==> config.mk <==
export PLATFORM = sky130hd
export DESIGN_NAME = rounding_pack_unit_flat
export DESIGN_NICKNAME = d
export VERILOG_FILES = /design/src/rtl/rounding_pack_unit_if.sv /design/src/rtl/rounding_pack_unit.sv /design/src/flat_wrapper.sv
export SDC_FILE = /design/constraint.sdc
export NUM_CORES = 1
export LEC_CHECK = 0
export CAP_MARGIN = 20
export CORE_MARGIN = 2
export CORE_UTILIZATION = 56
export CTS_CLUSTER_SIZE = 20
export DETAILED_ROUTE_END_ITERATION = 16
export HOLD_SLACK_MARGIN = 0.06
export PLACE_DENSITY_LB_ADDON = 0.3
export SETUP_SLACK_MARGIN = 0.2
export SLEW_MARGIN = 30
export SYNTH_ARGS = -nofsm -noshare
export SYNTH_HDL_FRONTEND = slang
export SYNTH_SLANG_ARGS = --single-unit
==> constraint.sdc <==
create_clock -name i_clk -period 3.9 [get_ports i_clk]
set_clock_uncertainty 0.15 [all_clocks]
set_input_delay 0.78 -clock i_clk [delete_from_list [all_inputs] [get_ports i_clk]]
set_output_delay 0.78 -clock i_clk [all_outputs]
set_load 0.03 [all_outputs]
==> src/rtl/rounding_pack_unit_if.sv <==
// Handshake and data bundle for the FP32 round-and-pack stage.
// slave  : seen from the rounding_pack_unit itself.
// master : seen from the environment that feeds and drains the unit.
interface rounding_pack_unit_if #(
  parameter int SIZE_DATA = 28,
  parameter int SIZE_EXP  = 10
);

  // Upstream side (from the normalization stage)
  logic                       i_valid;
  logic                       o_ready;
  logic                       i_sign;
  logic signed [SIZE_EXP-1:0] i_exponent;
  logic [SIZE_DATA-1:0]       i_mantissa;
  logic                       i_zero_flag;
  logic                       i_nan_flag;
  logic                       i_inf_flag;

  // Downstream side
  logic                       o_valid;
  logic                       i_ready;
  logic [31:0]                o_result;

  // Sticky exception flags
  logic                       i_flag_clr;
  logic                       o_overflow;
  logic                       o_underflow;
  logic                       o_inexact;

  modport slave (
    input  i_valid, i_sign, i_exponent, i_mantissa,
    input  i_zero_flag, i_nan_flag, i_inf_flag,
    input  i_ready, i_flag_clr,
    output o_ready, o_valid, o_result,
    output o_overflow, o_underflow, o_inexact
  );

  modport master (
    output i_valid, i_sign, i_exponent, i_mantissa,
    output i_zero_flag, i_nan_flag, i_inf_flag,
    output i_ready, i_flag_clr,
    input  o_ready, o_valid, o_result,
    input  o_overflow, o_underflow, o_inexact
  );

endinterface

==> src/rtl/rounding_pack_unit.sv <==
// Two-stage FP32 round-to-nearest-even and pack stage.
// Stage 1 rounds the 28-bit normalized mantissa; stage 2 absorbs the rounding
// carry, resolves specials / overflow / underflow and packs the IEEE-754 word.
// Valid/ready with full backpressure, no skid buffer; sticky exception flags.
module rounding_pack_unit #(
  parameter int SIZE_DATA = 28,
  parameter int SIZE_EXP  = 10
) (
  input logic                  i_clk,
  input logic                  i_rst_n,
  rounding_pack_unit_if.slave  bus
);

  // ---------------------------------------------------------------------------
  // State
  // ---------------------------------------------------------------------------
  logic                       s1_valid_q,   s1_valid_d;
  logic                       s1_sign_q,    s1_sign_d;
  logic signed [SIZE_EXP-1:0] s1_exp_q,     s1_exp_d;
  logic [24:0]                s1_sum_q,     s1_sum_d;
  logic                       s1_inexact_q, s1_inexact_d;
  logic                       s1_nan_q,     s1_nan_d;
  logic                       s1_inf_q,     s1_inf_d;
  logic                       s1_zero_q,    s1_zero_d;

  logic                       o_valid_q,    o_valid_d;
  logic [31:0]                result_q,     result_d;
  logic                       ev_ovf_q,     ev_ovf_d;
  logic                       ev_unf_q,     ev_unf_d;
  logic                       ev_inx_q,     ev_inx_d;

  logic                       ovf_q,        ovf_d;
  logic                       unf_q,        unf_d;
  logic                       inx_q,        inx_d;

  // ---------------------------------------------------------------------------
  // Handshake
  // ---------------------------------------------------------------------------
  logic adv1, adv2, accept, retire;

  // Stage advance: stage 2 moves when empty or drained, stage 1 when it can push
  always_comb begin
    adv2   = !o_valid_q | bus.i_ready;
    adv1   = !s1_valid_q | adv2;
    accept = bus.i_valid & adv1;
    retire = o_valid_q & bus.i_ready;
  end

  assign bus.o_ready = adv1;

  // ---------------------------------------------------------------------------
  // Stage 1: round to nearest, ties to even
  // ---------------------------------------------------------------------------
  logic        rnd_lsb, rnd_guard, rnd_sticky, rnd_inc;
  logic [24:0] rnd_sum;

  // Round the incoming mantissa and load the stage-1 register on accept
  always_comb begin
    rnd_lsb    = bus.i_mantissa[4];
    rnd_guard  = bus.i_mantissa[3];
    rnd_sticky = |bus.i_mantissa[2:0];
    rnd_inc    = rnd_guard & (rnd_sticky | rnd_lsb);
    rnd_sum    = {1'b0, bus.i_mantissa[27:4]} + 25'(rnd_inc);

    // NOTE: every always_comb output gets a default first, so no path leaves it
    // unassigned and no latch is inferred.
    s1_valid_d   = s1_valid_q;
    s1_sign_d    = s1_sign_q;
    s1_exp_d     = s1_exp_q;
    s1_sum_d     = s1_sum_q;
    s1_inexact_d = s1_inexact_q;
    s1_nan_d     = s1_nan_q;
    s1_inf_d     = s1_inf_q;
    s1_zero_d    = s1_zero_q;

    if (adv1) s1_valid_d = bus.i_valid;
    if (accept) begin
      s1_sign_d    = bus.i_sign;
      s1_exp_d     = bus.i_exponent;
      s1_sum_d     = rnd_sum;
      s1_inexact_d = rnd_guard | rnd_sticky;
      s1_nan_d     = bus.i_nan_flag;
      s1_inf_d     = bus.i_inf_flag;
      s1_zero_d    = bus.i_zero_flag;
    end
  end

  // ---------------------------------------------------------------------------
  // Stage 2: carry adjust, range check, pack
  // ---------------------------------------------------------------------------
  logic signed [SIZE_EXP:0] exp_r;
  logic [22:0]              frac;
  logic [31:0]              pack_res;
  logic                     pack_ovf, pack_unf, pack_inx;

  // Resolve the packed word and its exception events by priority
  always_comb begin
    // One extra bit keeps exp + carry from wrapping at the top of the range
    exp_r = {s1_exp_q[SIZE_EXP-1], s1_exp_q} + {{SIZE_EXP{1'b0}}, s1_sum_q[24]};
    frac  = s1_sum_q[24] ? s1_sum_q[23:1] : s1_sum_q[22:0];

    pack_res = {s1_sign_q, exp_r[7:0], frac};
    pack_ovf = 1'b0;
    pack_unf = 1'b0;
    pack_inx = s1_inexact_q;

    if (s1_nan_q) begin
      pack_res = 32'h7FC0_0000;
      pack_inx = 1'b0;
    end else if (s1_inf_q) begin
      pack_res = {s1_sign_q, 8'hFF, 23'h0};
      pack_inx = 1'b0;
    end else if (s1_zero_q) begin
      pack_res = {s1_sign_q, 31'h0};
      pack_inx = 1'b0;
    end else if (exp_r <= 0) begin
      // No subnormal support: flush to signed zero
      pack_res = {s1_sign_q, 31'h0};
      pack_unf = 1'b1;
      pack_inx = 1'b1;
    end else if (exp_r >= 255) begin
      pack_res = {s1_sign_q, 8'hFF, 23'h0};
      pack_ovf = 1'b1;
      pack_inx = 1'b1;
    end

    o_valid_d = o_valid_q;
    result_d  = result_q;
    ev_ovf_d  = ev_ovf_q;
    ev_unf_d  = ev_unf_q;
    ev_inx_d  = ev_inx_q;

    if (adv2) begin
      o_valid_d = s1_valid_q;
      if (s1_valid_q) begin
        result_d = pack_res;
        ev_ovf_d = pack_ovf;
        ev_unf_d = pack_unf;
        ev_inx_d = pack_inx;
      end
    end
  end

  // ---------------------------------------------------------------------------
  // Sticky flags: clear first, then OR in the retiring beat's events
  // ---------------------------------------------------------------------------
  always_comb begin
    ovf_d = (bus.i_flag_clr ? 1'b0 : ovf_q) | (retire & ev_ovf_q);
    unf_d = (bus.i_flag_clr ? 1'b0 : unf_q) | (retire & ev_unf_q);
    inx_d = (bus.i_flag_clr ? 1'b0 : inx_q) | (retire & ev_inx_q);
  end

  // ---------------------------------------------------------------------------
  // Registers
  // ---------------------------------------------------------------------------
  // All pipeline and flag state, reset asynchronously
  always_ff @(posedge i_clk or negedge i_rst_n) begin
    if (!i_rst_n) begin
      // NOTE: data registers are reset along with the valid bits so that
      // o_result reads 0 out of reset and stage 1 never holds X.
      s1_valid_q   <= 1'b0;
      s1_sign_q    <= 1'b0;
      s1_exp_q     <= '0;
      s1_sum_q     <= '0;
      s1_inexact_q <= 1'b0;
      s1_nan_q     <= 1'b0;
      s1_inf_q     <= 1'b0;
      s1_zero_q    <= 1'b0;
      o_valid_q    <= 1'b0;
      result_q     <= '0;
      ev_ovf_q     <= 1'b0;
      ev_unf_q     <= 1'b0;
      ev_inx_q     <= 1'b0;
      ovf_q        <= 1'b0;
      unf_q        <= 1'b0;
      inx_q        <= 1'b0;
    end else begin
      // NOTE: non-blocking assignments here so every flop samples the values
      // from before the edge, independent of statement order.
      s1_valid_q   <= s1_valid_d;
      s1_sign_q    <= s1_sign_d;
      s1_exp_q     <= s1_exp_d;
      s1_sum_q     <= s1_sum_d;
      s1_inexact_q <= s1_inexact_d;
      s1_nan_q     <= s1_nan_d;
      s1_inf_q     <= s1_inf_d;
      s1_zero_q    <= s1_zero_d;
      o_valid_q    <= o_valid_d;
      result_q     <= result_d;
      ev_ovf_q     <= ev_ovf_d;
      ev_unf_q     <= ev_unf_d;
      ev_inx_q     <= ev_inx_d;
      ovf_q        <= ovf_d;
      unf_q        <= unf_d;
      inx_q        <= inx_d;
    end
  end

  assign bus.o_valid     = o_valid_q;
  assign bus.o_result    = result_q;
  assign bus.o_overflow  = ovf_q;
  assign bus.o_underflow = unf_q;
  assign bus.o_inexact   = inx_q;

endmodule

==> src/flat_wrapper.sv <==
// flat-port wrapper written by rule: the top's interface ports become plain ports
module rounding_pack_unit_flat 
#(
  parameter int SIZE_DATA = 28,
  parameter int SIZE_EXP  = 10
)
  (i_clk, i_rst_n, bus_i_valid, bus_i_sign, bus_i_exponent, bus_i_mantissa, bus_i_zero_flag, bus_i_nan_flag, bus_i_inf_flag, bus_i_ready, bus_i_flag_clr, bus_o_ready, bus_o_valid, bus_o_result, bus_o_overflow, bus_o_underflow, bus_o_inexact);
  rounding_pack_unit_if #(.SIZE_DATA(SIZE_DATA), .SIZE_EXP(SIZE_EXP)) bus_i ();
  input logic i_clk;
  input logic i_rst_n;
  input wire logic [$bits(bus_i.i_valid)-1:0] bus_i_valid;
  input wire logic [$bits(bus_i.i_sign)-1:0] bus_i_sign;
  input wire logic [$bits(bus_i.i_exponent)-1:0] bus_i_exponent;
  input wire logic [$bits(bus_i.i_mantissa)-1:0] bus_i_mantissa;
  input wire logic [$bits(bus_i.i_zero_flag)-1:0] bus_i_zero_flag;
  input wire logic [$bits(bus_i.i_nan_flag)-1:0] bus_i_nan_flag;
  input wire logic [$bits(bus_i.i_inf_flag)-1:0] bus_i_inf_flag;
  input wire logic [$bits(bus_i.i_ready)-1:0] bus_i_ready;
  input wire logic [$bits(bus_i.i_flag_clr)-1:0] bus_i_flag_clr;
  output wire logic [$bits(bus_i.o_ready)-1:0] bus_o_ready;
  output wire logic [$bits(bus_i.o_valid)-1:0] bus_o_valid;
  output wire logic [$bits(bus_i.o_result)-1:0] bus_o_result;
  output wire logic [$bits(bus_i.o_overflow)-1:0] bus_o_overflow;
  output wire logic [$bits(bus_i.o_underflow)-1:0] bus_o_underflow;
  output wire logic [$bits(bus_i.o_inexact)-1:0] bus_o_inexact;
  assign bus_i.i_valid = bus_i_valid;
  assign bus_i.i_sign = bus_i_sign;
  assign bus_i.i_exponent = bus_i_exponent;
  assign bus_i.i_mantissa = bus_i_mantissa;
  assign bus_i.i_zero_flag = bus_i_zero_flag;
  assign bus_i.i_nan_flag = bus_i_nan_flag;
  assign bus_i.i_inf_flag = bus_i_inf_flag;
  assign bus_i.i_ready = bus_i_ready;
  assign bus_i.i_flag_clr = bus_i_flag_clr;
  assign bus_o_ready = bus_i.o_ready;
  assign bus_o_valid = bus_i.o_valid;
  assign bus_o_result = bus_i.o_result;
  assign bus_o_overflow = bus_i.o_overflow;
  assign bus_o_underflow = bus_i.o_underflow;
  assign bus_o_inexact = bus_i.o_inexact;
  rounding_pack_unit #(.SIZE_DATA(SIZE_DATA), .SIZE_EXP(SIZE_EXP)) u_core (.i_clk(i_clk), .i_rst_n(i_rst_n), .bus(bus_i));
endmodule
==> summary.txt <==
Die
  – Core box area: 7180 µm²
  – Initial Util: 57.2%
  – Placement Rows: 31
  – Die span in x: ~90 µm
  – Die height: about 90 µm
  – # IOs: 84
  – Die area: between 8000 and 9000 µm²

Pwr
  – Register share of total power: between 40% and 50%
  – Psw: between 0.0006 and 0.0007 W
  – Maximum vdd ir drop: around 0.00019 V
  – Final Power: approximately 0.0021 W
  – P_int: roughly 0.0015 W
  – Comb power frac: between 20% and 30%
  – Leakage: between 2 and 2.5 nW
  – Clock power frac: 29.5%
  – Pwr Density: 411 nW/µm²
  – Sw Share: between 30% and 40%

Synth
  – Mean post-synth cell area: slightly above 9 µm²
  – Distinct cells, synth: 47
  – Post-synthesis sequential area ratio: approximately half
  – Synthesis Warnings: 0
  – Net Count, Synth: between 400 and 500
  – Post-synth ARST share: 100%
  – Synth Register Bits: 80
  – Cells after Synth: roughly 450
  – Mapped cell area: between 4000 and 5000 µm²
  – EDFF count, synth: 0
  – Synth Flop Type: dfrtp_1

Timing
  – Final worst path period need: 3.10 ns
  – Final worst path period share: ~80%
  – RSZ-0062 raised after global routing: false
  – Final Hold Viols: 0
  – Post-Route Setup TNS: 0 ns
  – Relative slew slack: 45.0%
  – # setup viols final: 0
  – Max Clock Freq: 322 MHz
  – Max Slew Vio Count: 0
  – Worst-Margin Slew: around 0.82 ns

Detailed routing
  – DR vias/cell: between 5 and 6
  – First drt pass iteration count: 5
  – Iter 0 DRT Violations: around 230
  – Post-route DRC: 0
  – WL/cell: ~15 µm
  – Post-DRT Antenna Nets: 0
  – Vias post-DR: 3501
  – Final wirelength: about 9.3 mm

Global routing
  – Overflow after GRT: 0
  – Top Usage Layer GRT: met2
  – First-pass GRT wire length: about 15 mm
  – GR Util met1: between 30% and 40%
  – Vias in the first global route: 3282
  – GRT Overall Usage: ~25%
  – Initial antenna violation count: 0
  – Largest net degree at the start of global routing: 61
  – M2 GR Usage: 40.1%
  – Grt met3 use: between 4 and 5%

Layout
  – Design area: between 5000 and 6000 µm²
  – Nets: about 570
  – Share of post-route cells with drive strength above 1: under 10%
  – Footprint of the multi-input gates: between 1500 and 2000 µm²
  – Final core occ: between 70% and 80%
  – Max reg flops: 32
  – Area delta synth->final: 26.7%
  – Layout Cells excl Fill: ~620
  – Ant diodes: 0
  – Fillers: ~530
  – Reg area: around 2000 µm²

Run status
  – Outcome: complete, no violations

Setup path
  – Max Fanout on Critical Path: 5
  – Worst path most repeated cell: clkdlybuf4s50_1
  – CP Buf/Inv Count: 2
  – R2R Setup Slk: just under 1 ns
  – Worst path cell trace: clkdlybuf4s50_1 > nand3b_1 > clkdlybuf4s50_1
  – Worst path top cell family by delay: buffers and inverters
  – Worst path max stage delay: 0.69 ns
  – WP data required: between 2 and 3 ns
  – CP max-delay cell: clkdlybuf4s50_1
  – Worst setup SP type: primary input
  – Crit end category: output pin
  – Arrival time worst endpoint: around 2.2 ns
  – CP Class: in -> out

CTS
  – Worst-Skew Late Latency: ~0.35 ns
  – Post_cts resized: 0
  – Root Buffer: clkbuf_8
  – CTS Sinks: 80
  – Hold Buf Count CTS: 0
  – Reg clk slew, reported paths: 0.08 ns
  – Max clock buf depth: 2
  – Cts bufs inserted: 9
  – Setup bufs post-CTS: 0
  – H-tree levels: 3
  – CTS tree: done

Placement
  – Placed insts: ~600
  – Routability cong.: between 0.8 and 0.9
  – IO buf count: 83
  – Post-DP HPWL: 6.64 mm
  – Placed Area: between 4000 and 5000 µm²

Worst hold path
  – Worst hold path class: in -> async

Job
  – Max Cap Violations: 0
==> cell type report <==
| type | instances | share of cell area, % |
|---|---|---|
| Tap cell | 99 | 2.38 |
| Multi-Input combinational cell | 331 | 37.5 |
| Clock inverter | 2 | 0.721 |
| Timing Repair Buffer | 88 | 16.9 |
| Sequential cell | 80 | 38.5 |
| Inverter | 11 | 0.793 |
| Clock buffer | 13 | 3.24 |
==> layout by cell type, fill, tap and decap left out, drive strengths merged, types with 4 or more instances in the layout <==
| cell | n |
|---|---|
| nor2 | 19 |
| and3 | 5 |
| nand2 | 104 |
| nand4 | 6 |
| a21oi | 9 |
| o31ai | 23 |
| buf | 6 |
| and2 | 4 |
| clkdlybuf4s50 | 82 |
| nor3 | 12 |
| nor4 | 5 |
| dfrtp | 80 |
| o22a | 4 |
| xor2 | 7 |
| and4 | 4 |
| o21ai | 35 |
| ha | 4 |
| inv | 11 |
| xnor2 | 17 |
| nand3 | 17 |
| clkbuf | 13 |
| mux2i | 24 |
==> path summary, 6_finish.rpt <==
check | endpoint | startpoint | cells past startpoint
hold reg to reg | u_core.s1_sum_q[23] | u_core.s1_sum_q[23] | 2
setup reg to reg | u_core.bus.o_result[13] | u_core.s1_sum_q[24] | 8
hold / removal | u_core.bus.o_overflow | i_rst_n | 1
max in group asynchronous | u_core.s1_sum_q[23] | i_rst_n | 2
setup / recovery | bus_o_ready | bus_i_ready | 3
min in group i_clk | u_core.s1_sum_q[23] | u_core.s1_sum_q[23] | 2
==> synth_stat cells (all sizes together) (7+ instances only) <==
cell / count / area, µm²
nor3: 12 / 60.1
a21oi: 9 / 45.0
o31ai: 23 / 173
dfrtp: 80 / 2000
nand3: 17 / 97.6
o21ai: 35 / 175
nand2: 104 / 390
mux2i: 24 / 240
xor2: 7 / 61.3
xnor2: 17 / 149
clkbuf: 18 / 68.8
nor2: 19 / 71.3
inv: 11 / 41.3
==> layer usage <==
metal,part of all wire [%],vias up
li1,-,1704
met1,44,1668
met2,49,117
met3,5.9,12
met4,1.3,0
met5,0,-
==> cell families (layout without fill, tap and decap cells) <==
kind of cell / count (synthesis) / in the layout / share of synthesized area (%)
AND/OR/NAND/NOR: 191 / 191 / 21.5
flip-flops: 80 / 80 / 48.7
buffers and inverters: 35 / 114 / 3.69
adder cells (fa/ha/maj): 4 / 4 / 1.22
multiplexers: 26 / 26 / 6.40
AO/OA/AOI/OAI: 86 / 86 / 13.3
XOR/XNOR: 24 / 24 / 5.12
==> worst register-to-register path, delay by kind of cell (launching register included) <==
kind	cells	cell delay, ns
DFF	1	0.36
adders and majority gates	1	0.37
buffers and inverters	2	0.60
AOI/OAI and AO/OA	3	0.79
and+or+nand+nor	2	0.54
==> through the flow <==
step                      setup WS, ns  hold slack, ns
after floorplan                   1.52           0.296
after global routing             0.746           0.260
after CTS                        0.789           0.246
after global placement           0.825           0.310
final                            0.797           0.239
after detailed placement         0.765           0.316
==> power by group through the flow <==
| stage | logic [W] | registers, W | clock network (W) |
|---|---|---|---|
| after global placement | 0.000479 | 0.00102 | 0 |
| after detailed placement | 0.000493 | 0.00103 | 0 |
| after floorplan | 0.000227 | 0.00108 | 0 |
| after global routing | 0.000542 | 0.00103 | 0.000680 |
| final | 0.000494 | 0.00101 | 0.000632 |
| after CTS | 0.000497 | 0.00101 | 0.000641 |
Power figures use the tool's default switching activity.
